==> src/rtl/datapath_pkg.sv <==
// Shared datapath definitions.
//
// Purpose: constants and types shared by the 8x16 register file and the
// blocks that sit around it (such as regfile_reader).
//   DW          register data width
//   NREG        number of registers (fixed at 8, 3-bit index)
//   regidx_t    register index type
//   rdr_state_t readback engine state encoding
//   clamp_count limits a requested burst length to NREG
package datapath_pkg;

  localparam int DW   = 16;
  localparam int NREG = 8;

  typedef logic [2:0] regidx_t;

  typedef enum logic [1:0] {
    IDLE = 2'd0,
    ADDR = 2'd1,
    CAP  = 2'd2,
    SEND = 2'd3
  } rdr_state_t;

  // A burst can never cover more than the whole file.
  function automatic logic [3:0] clamp_count(input logic [3:0] c);
    if (c > 4'(NREG)) return 4'(NREG);
    return c;
  endfunction

endpackage

==> src/rtl/regfile_reader.sv <==
// regfile_reader: sequential readback engine for the 8x16 register file.
//
// Walks a contiguous, wrapping range of registers through the file's read
// port and streams each captured value out on a valid/ready interface.
// The engine owns readnum whenever busy is high and never writes the file.
//
// Ports:
//   clk        clock, rising edge
//   rst_n      asynchronous active-low reset
//   start      readback request, sampled only in IDLE
//   first      first register index, sampled with start
//   count      burst length; 0 ignores the request, >8 clamps to 8
//   readnum    register file read select
//   rd_data    register file data_out (combinational from readnum)
//   out_data   captured register value
//   out_idx    index the value was read from
//   out_last   final element of the burst
//   out_valid  output valid
//   out_ready  output ready
//   busy       high in every state except IDLE
//   done       one-cycle pulse after the last handshake
module regfile_reader
  import datapath_pkg::*;
(
  input  logic          clk,
  input  logic          rst_n,
  input  logic          start,
  input  regidx_t       first,
  input  logic [3:0]    count,
  output regidx_t       readnum,
  input  logic [DW-1:0] rd_data,
  output logic [DW-1:0] out_data,
  output regidx_t       out_idx,
  output logic          out_last,
  output logic          out_valid,
  input  logic          out_ready,
  output logic          busy,
  output logic          done
);

  rdr_state_t state;
  logic [3:0] remaining;
  logic       handshake;

  assign handshake = out_valid & out_ready;
  assign busy      = (state != IDLE);

  always_ff @(posedge clk or negedge rst_n) begin
    if (!rst_n) begin
      state     <= IDLE;
      readnum   <= '0;
      remaining <= '0;
      out_data  <= '0;
      out_idx   <= '0;
      out_last  <= 1'b0;
      out_valid <= 1'b0;
      done      <= 1'b0;
    end else begin
      done <= 1'b0;
      case (state)
        IDLE: begin
          if (start && (count != 4'd0)) begin
            readnum   <= first;
            remaining <= clamp_count(count);
            state     <= ADDR;
          end
        end
        // Settle cycle: readnum has just changed, give the read mux a full
        // cycle before sampling rd_data.
        ADDR: state <= CAP;
        CAP: begin
          out_data  <= rd_data;
          out_idx   <= readnum;
          out_last  <= (remaining == 4'd1);
          out_valid <= 1'b1;
          state     <= SEND;
        end
        // Output fields are only written in CAP, so they hold steady here
        // for as long as the consumer stalls.
        SEND: begin
          if (handshake) begin
            out_valid <= 1'b0;
            if (remaining == 4'd1) begin
              done      <= 1'b1;
              remaining <= '0;
              state     <= IDLE;
            end else begin
              remaining <= remaining - 4'd1;
              readnum   <= readnum + 3'd1;  // wraps 7 -> 0
              state     <= ADDR;
            end
          end
        end
        default: state <= IDLE;
      endcase
    end
  end

endmodule

==> config.mk <==
export PLATFORM = sky130hd
export DESIGN_NAME = regfile_reader
export DESIGN_NICKNAME = d
export VERILOG_FILES = /design/src/rtl/datapath_pkg.sv /design/src/rtl/regfile_reader.sv
export SDC_FILE = /design/constraint.sdc
export NUM_CORES = 1
export LEC_CHECK = 0
export CAP_MARGIN = 0
export CORE_MARGIN = 1.5
export CORE_UTILIZATION = 47
export CTS_CLUSTER_DIAMETER = 200
export DETAILED_ROUTE_END_ITERATION = 10
export PLACE_DENSITY_LB_ADDON = 0.3
export SYNTH_ARGS = -nofsm -noshare
export SYNTH_HDL_FRONTEND = slang
export SYNTH_SLANG_ARGS = --single-unit
==> constraint.sdc <==
create_clock -name clk -period 4.4 [get_ports clk]
set_input_delay 1.1 -clock clk [delete_from_list [all_inputs] [get_ports clk]]
set_output_delay 1.1 -clock clk [all_outputs]
set_load 0.005 [all_outputs]
Word-level counts from Yosys, hierarchy flattened:

Index checks and enable logic that the tools add are counted.

* add/sub/neg operators: 2
* order comparisons: 1
* equality and inequality tests: 7
* mux-type cells: 22
* bitwise operators: 1
* reduce and logical (&&, ||, !) cells: 10

Operators by type and width (count)
* $mux 4: 5
* $mux 3: 3
* $mux 1: 8
* $pmux 2 s4: 1
* $pmux 4 s2: 1
* $ne 2x2->1 const B: 3
* $pmux 3 s2: 1
* $reduce_bool 2->1: 3
* $eq 2x2->1 const B: 2
* $eq 4x1->1 const B: 1
* $gt 4x4->1 const B: 1
* $mux 2: 2
* $reduce_and 2->1: 2
* $reduce_and 4->1: 1
* $reduce_bool 4->1: 1
* $sub 4x1->4 const B: 1
* $add 3x1->3 const B: 1
* $reduce_and 3->1: 1
* $eq 2x1->1 const B: 1
* $logic_not 2->1: 1
* $pmux 1 s2: 1
* $and 1x1->1: 1
* $logic_and 1x1->1: 1

* register bits after elaboration: 31
* logic and storage cells: 51

Depth between registers and ports, before layout:

Gate-level depths: netlist (run 1).

* depth in word-level cells: 7
* mapped depth: 7
* gate-level depth less buffers: 6

Least setup slack after synthesis (run 1):

Ideal clock, no wire load.

* path kind: in2reg
* start point: in count[1]
* end point: reg readnum[2]
* arrival: 2.012 ns
* required time: 4.276 ns
* setup slack: 2.264 ns
* stages on the path: 4
* path buffers: 0
* cell sequence: o41ai_4 > a211oi_2 > a32o_1 > a211o_1

* longest elaborated chain between the ends: 4

Ends and longest elaborated chain
* start, declared: line regfile_reader.sv:29 `input logic [3:0] count,`
* $reduce_bool 4->1: line regfile_reader.sv:62 `if (start && (count != 4'd0)) begin`
* $logic_and 1x1->1: line regfile_reader.sv:62
* $ne 2x2->1 (no source line)
* $reduce_and 4->1 (no source line)
* end signal, assigned: line regfile_reader.sv:63 `readnum <= first;`
* end signal, assigned: line regfile_reader.sv:89 `readnum <= readnum + 3'd1;`
* end, declared: line regfile_reader.sv:30 `output regidx_t readnum,`

Every way passes these cells.
A chain may end at the register's enable or synchronous reset.

Final worst setup path (run 1):

* start point: reg state[0]
* end point: out busy

* longest elaborated chain between the ends: 1

Ends and longest elaborated chain
* start, declared: line regfile_reader.sv:41 `rdr_state_t state;`
* start signal, assigned: line regfile_reader.sv:50 `state <= IDLE;`
* start signal, assigned: line regfile_reader.sv:65 `state <= ADDR;`
* start signal, assigned: line regfile_reader.sv:70 `ADDR: state <= CAP;`
* $reduce_bool 2->1: line regfile_reader.sv:46 `assign busy = (state != IDLE);`
* end, declared: line regfile_reader.sv:37 `output logic busy,`

Every way passes these cells.

==> results of run 1 <==
-- critical path: stages, from the launching register on --
cell and delay [ns]:
dfrtp_1 0.38, inv_1 0.10, ha_1 0.26, inv_1 0.07
clkdlybuf4s50_1 0.50
-- per-stage QoR --
stage,cell area [µm²],setup WS [ns],hold slack (ns),cells,util
floorplan,1470,2.26,0.495,119,-
global placement,2010,1.47,0.491,201,0.670
detailed placement,2010,1.42,0.495,201,0.670
CTS,2100,1.65,0.518,209,0.699
global route,2100,1.57,0.536,209,0.699
finish,2100,1.68,0.513,209,0.699
-- logic make-up after synthesis --
group / Yosys count
simple gates: 28
buf+inv: 11
flops: 31
mux: 21
fa+ha+maj: 7
compound gates: 21
-- cell usage in the layout, fill, tap and decap left out, types with 2 or more instances in the layout --
master,synthesis,layout
clkbuf_4,0,5
o21ai_0,5,5
dfrtp_1,31,31
ha_1,7,7
nand2_1,5,5
nand4_1,2,2
nor3_1,3,3
clkdlybuf4s50_1,0,52
nor2_1,5,5
inv_1,6,6
a21oi_1,3,3
nand3_1,6,6
mux2_2,20,20
-- cell type report --
class / count / share of cell area
sequential: 31 / 0.369
multi-input combinational: 77 / 0.306
inverter: 7 / 0.0125
clock inverter: 2 / 0.0167
tap: 33 / 0.0197
timing repair buffer: 53 / 0.251
clock buffer: 6 / 0.0244
-- power groups by stage --
stage / sequential (W) / clock, W / combinational, W
finish: 0.000527 / 0.000233 / 0.000769
global route: 0.000548 / 0.000250 / 0.000848
CTS: 0.000528 / 0.000240 / 0.000776
detailed placement: 0.000532 / 0 / 0.000770
global placement: 0.000521 / 0 / 0.000744
floorplan: 0.000527 / 0 / 0.000428
-- registers in the layout, summed over array words and instances (netlist names) --
register / flops
out_last: 1
out_data: 16
readnum: 3
out_valid: 1
state: 2
done: 1
out_idx: 3
remaining: 4
-- how the worst max path moves through the flow --
stage / end / start / cells after the start / slack (ns)
after floorplan: readnum[2]$_DFFE_PN0P_ / count[1] / 4 / 2.26
after global placement: remaining[1]$_DFFE_PN0P_ / count[3] / 5 / 1.47
after detailed placement: remaining[1]$_DFFE_PN0P_ / count[3] / 5 / 1.42
after CTS: busy / state[0]$_DFFE_PN0P_ / 4 / 1.65
after global routing: busy / state[0]$_DFFE_PN0P_ / 4 / 1.57
final: busy / state[0]$_DFFE_PN0P_ / 4 / 1.68
-- metal layers --
metal	vias up	routed length (µm)	track usage
met1	542	1330	0.250
met5	-	0	0
li1	545	-	-
met3	4	245	0.0923
met4	0	31	0.0909
met2	42	1560	0.321
==> impl_results.md, run 1 <==
* Vias in the first global route at about 1.2k
* Combinational power share at 0.503
* Critical path class: reg2out
* Reg2Reg Setup Slack at 2.21 ns
* Synth area leaders: dfrtp_1 (53%), mux2_2 (15%), ha_1 (6.0%)
* Estimated wirelength of the detail-placed design at 2220 µm
* Area leader, netlist: dfrtp_1
* Synth cell types at 35
* Top_reg_cell synth: dfrtp_1
* Initial Util at 0.488
* Yosys top cell area share at 0.529
* Switching share of power at 0.335
* Simple-gate share of the synthesized area at 0.103
* TritonCTS clock tree: yes
* Post-synthesis xor/xnor area fraction at 0
* Clock-pin slew on the worst setup and hold paths at 0.09 ns
* Vias per cell at about 5.4
* Total setup buffers inserted after CTS at 0
* Worst Max-Slew Pin Slew at 0.901 ns
* Maximum vdd ir drop at 413 µV
* Slew HR at 0.399
* Largest net degree at the start of global routing at 32
* Syn. warnings at 0
* Total CTS buffers at 5
* Part of the cycle the worst path needs at 0.619
* Root Driver: clkbuf_4
* Reg area at 776 µm²
* RSZ-0062 raised after global routing: false
* Global route total overflow at 0
* Initial DRC Count at 81
* Flop and latch count out of synthesis at 31
* Hold Path Origin: out_data[10]$_DFFE_PN0P_
* First-pass GRT wire length at 5260 µm
* Synth Instances at ~120
* Clock skew at 0.00734 ns
* Mapped Nets at 153
* Routability Congestion at 0.846
* Psw at roughly 0.0005 W
* Seq pwr share at 0.344
* Total Wirelength at 3160 µm
* Tot GR Track Use at 0.208
* Number of remaining DRC errors at 0
* Initial antenna violation count at 0
* Leakage at 0.891 nW
* Clock latency at the later pin of the worst-skew pair at 0.33 ns
* Post-CTS Hold Buffers at 0
* CTS-repair resized insts at 0
* Commonest cells post-synth: dfrtp_1 (31), mux2_2 (20), ha_1 (7)
* CTS max path bufs at 2
* Largest family of logic cells by synthesized area: multiplexers
* Hold Path Class: reg2reg
* Clk sinks at 31
* Die width at 58.9 µm
* Complex-gate fraction of the synthesized area at 0.114
* Internal at 0.00102 W
* Core area at 3000 µm²
* Total die area at 3460 µm²
* Post-Synth Adder-Cell Area at 0.0597
* Startpoint types: register
* Worst flop-to-flop path endpoint: remaining[1]$_DFFE_PN0P_
* Hold endpoint: out_data[10]$_DFFE_PN0P_
* Worst EP required at 3.30 ns
* Synth Area per Inst at about 12 µm²
* Post-Syn Area at 1470 µm²
* Crit path max fanout at 5
* Vias at about 1.1k
* Drt pass-1 iters at 4
* H-tree depth at 2
* Top-count cell post-synth: dfrtp_1
* Post-synth EDFFs at 0
* Period minus WS final at ~2.7 ns
* Nets at between 200 and 250
* Worst R2R Start: state[1]$_DFFE_PN0P_
* Number of port buffers at 52
* Area Growth Syn to Fin at 43.2%
* Antenna cell count at 0
* Post-synthesis sequential area ratio at 0.529
* Routed len/inst at 15.1 µm
* I/O Pins at 53
* Footprint of the multi-input gates at roughly 640 µm²
* Die height at around 60 µm
* Final Hold Fails at 0
* Worst endpoint data arrival time at roughly 1.6 ns
* Final setup fails at 0
* Critical path capture point type: primary output
* Post-route ant nets at 0
* Number of core rows at 20
* Setup TNS at 0 ns
* Number of max-cap violations at 0
* F_max at ~370 MHz
* Clock Power Share at 0.153
* Max-slew violations at 0
* Fillers at between 200 and 250
* Multiplexer share of the synthesized area at 0.160
* P per Cell Area at roughly 730 nW/µm²
* Share of post-route cells with drive strength above 1 at 0.182
* Hold Path Stages at 1
* Status: completed
* Asr flop ratio synth at 1.00
* Total power at 0.00153 W
* Reg2Reg Depth at 5
Power figures use the tool's default switching activity.
==> run 2, diff against run 1 <==
--- a/config.mk
+++ b/config.mk
@@ -7,7 +7,7 @@
 export LEC_CHECK = 0
 export CAP_MARGIN = 0
 export CORE_MARGIN = 1.5
-export CORE_UTILIZATION = 47
+export CORE_UTILIZATION = 40
 export CTS_CLUSTER_DIAMETER = 200
 export DETAILED_ROUTE_END_ITERATION = 10
 export PLACE_DENSITY_LB_ADDON = 0.3
==> constraint.sdc (replaced) <==
create_clock -name clk -period 2.2 [get_ports clk]
set_input_delay 0.55 -clock clk [delete_from_list [all_inputs] [get_ports clk]]
set_output_delay 0.55 -clock clk [all_outputs]
set_load 0.005 [all_outputs]
==> impl_results.md, run 2 (same netlist as run 1, synthesis figures left out) <==
* Antenna cell count at 0 (unchanged)
* Estimated wirelength of the detail-placed design at 2420 µm (+9.3%)
* Setup TNS at 0 ns (unchanged)
* CTS max path bufs at 2 (unchanged)
* Post-CTS Hold Buffers at 0 (unchanged)
* Maximum vdd ir drop at 686 µV (+66%)
* Vias at 1178 (+4.0%)
* Area Growth Syn to Fin at 47.2%
* Initial Util at 0.429 (-0.0590)
* Die height at 63.5 µm (+8.0%)
* Drt pass-1 iters at 4 (unchanged)
* Initial antenna violation count at 0 (unchanged)
* Core area at 3420 µm² (+14%)
* Number of core rows at 21 (+5.0%)
* Total die area at 4040 µm² (+17%)
* Top Registers: out_data: 16 flops, remaining: 4 flops
* Tot GR Track Use at 0.184 (-0.0239)
* Leakage at 0.916 nW (+2.7%)
* Critical path class: reg2out
* Largest register by flop count: out_data
* Clock latency at the later pin of the worst-skew pair at 0.33 ns (about the same)
* P per Cell Area at 1410 nW/µm² (+93%)
* Clock-pin slew on the worst setup and hold paths at 0.09 ns (about the same)
* Routability Congestion at 0.806 (-4.8%)
* Clock skew at 0.00714 ns (-0.000204 ns)
* Post-route ant nets at 0 (unchanged)
* Commonest non-fill, non-tap cells in the layout: clkdlybuf4s50_1 (52), dfrtp_1 (31), mux2_2 (20), buf_4 (9)
* Final setup fails at 0 (unchanged)
* Number of port buffers at 52 (unchanged)
* Max-slew violations at 0 (unchanged)
* Routed len/inst at 14.5 µm (-3.9%)
* TritonCTS clock tree: yes
* Total CTS buffers at 5 (unchanged)
* Share of post-route cells with drive strength above 1 at 0.224 (+0.0422)
* Status: completed
* Period minus WS final at between 2 and 2.5 ns
* Number of flip-flops in the largest register at 16 (unchanged)
* Worst endpoint data arrival time at 1.58 ns (-0.04 ns)
* Min Hold Slack at 0.509 ns (-0.00365 ns)
* Root Driver: clkbuf_4
* Vias in the first global route at 1223 (+6.3%)
* Final Hold Fails at 0 (unchanged)
* Initial DRC Count at 39 (-52%)
* Die width at 63.5 µm (+8.0%)
* Vias per cell at 5.14 (-5.1%)
* H-tree depth at 2 (unchanged)
* Global route total overflow at 0 (unchanged)
* Total Wirelength at 3330 µm (+5.2%)
* Part of the cycle the worst path needs at 0.969
* Clk sinks at 31 (unchanged)
* Critical path capture point type: primary output
* Number of remaining DRC errors at 0 (unchanged)
* Finished Layout Cells at 229 (+9.6%)
* Hold Path Class: reg2reg
* F_max at around 470 MHz
* Worst Max-Slew Pin Slew at 0.627 ns (-0.274 ns)
* Startpoint types: register
* Inst Count DP at 221 (+10%)
* Fillers at 287 (+22%)
* Nets at 217 (+3.8%)
* Largest net degree at the start of global routing at 32 (unchanged)
* First-pass GRT wire length at 5620 µm (+6.7%)
* I/O Pins at 53 (unchanged)
* Worst EP required at 1.65 ns (-1.65 ns)
* Commonest non-fill, non-tap cell in the layout: clkdlybuf4s50_1
* Crit path max fanout at 5 (unchanged)
* Number of max-cap violations at 0 (unchanged)
* Slew HR at 0.581 (+0.182)
## run 2: cell count changes in the layout (fill, tap and decap cells not counted)
| cell | delta |
|---|---|
| inv_1 | -1 |
| inv_2 | +1 |
| buf_4 | +8 |
| bufinv_16 | -1 |
| ha_1 | -1 |
| ha_4 | +1 |
## run 2: worst paths after layout
| check | from | endpoint | slack (ns) | depth (start not counted) |
|---|---|---|---|---|
| worst max-delay path | state[0]$_DFFE_PN0P_ | busy | 0.07 | 4 |
| worst min-delay path | out_idx[1]$_DFFE_PN0P_ | out_idx[1]$_DFFE_PN0P_ | 0.51 | 1 |
| worst max register to register | state[1]$_DFFE_PN0P_ | remaining[1]$_DFFE_PN0P_ | 0.19 | 6 |
| max in group asynchronous | rst_n | out_data[11]$_DFFE_PN0P_ | 1.30 | 2 |
| worst min register to register | out_idx[1]$_DFFE_PN0P_ | out_idx[1]$_DFFE_PN0P_ | 0.51 | 1 |
| min in group asynchronous | rst_n | done$_DFF_PN0_ | 0.61 | 2 |
## run 2: stage by stage
| step | power (W) | util | instance area, µm² | setup slack [ns] |
|---|---|---|---|---|
| floorplan | 0.00191 | - | 1470 | 0.614 |
| global placement | 0.00259 | 0.610 | 2080 | -0.0384 |
| detailed placement | 0.00267 | 0.610 | 2080 | -0.141 |
| CTS | 0.00303 | 0.627 | 2140 | 0.0328 |
| global route | 0.00328 | 0.632 | 2160 | -0.00218 |
| finish | 0.00304 | 0.632 | 2160 | 0.0671 |
## run 2: critical path, cell delays in order, from the launching register on
cell	delay [ns]
dfrtp_1	0.40
inv_1	0.18
ha_4	0.20
inv_1	0.04
clkdlybuf4s50_1	0.43
## run 2: report_power, final
group | switching (W) | internal, W | total (W) | leakage (nW)
logic | 0.000659 | 0.000982 | 0.00164 | 0.514
registers | 0.000200 | 0.000859 | 0.00106 | 0.368
clock network | 0.000188 | 0.000148 | 0.000336 | 0.0341
## run 2: routing by layer
metal  GRT usage  share of wire  vias up
li1            -              -      563
met4      0.0652          0.016        0
met3      0.0661          0.064        7
met1       0.212           0.42      572
met2       0.312           0.50       36
met5           0              0        -
## run 2: layout make-up
| cell class | count | area (µm²) | share of cell area |
|---|---|---|---|
| clock inverters | 1 | 5.00 | 0.00232 |
| well taps | 46 | 57.6 | 0.0267 |
| inverters | 7 | 26.3 | 0.0122 |
| repair buffers | 61 | 588 | 0.272 |
| multi-input cells | 77 | 654 | 0.303 |
| clock buffers | 6 | 51.3 | 0.0238 |
| flip-flops and latches | 31 | 776 | 0.359 |
## run 2: what timing repair did
action	in CTS	in global routing
setup buffers	0	1
gates resized for setup	1	2
setup endpoints to repair	1	1
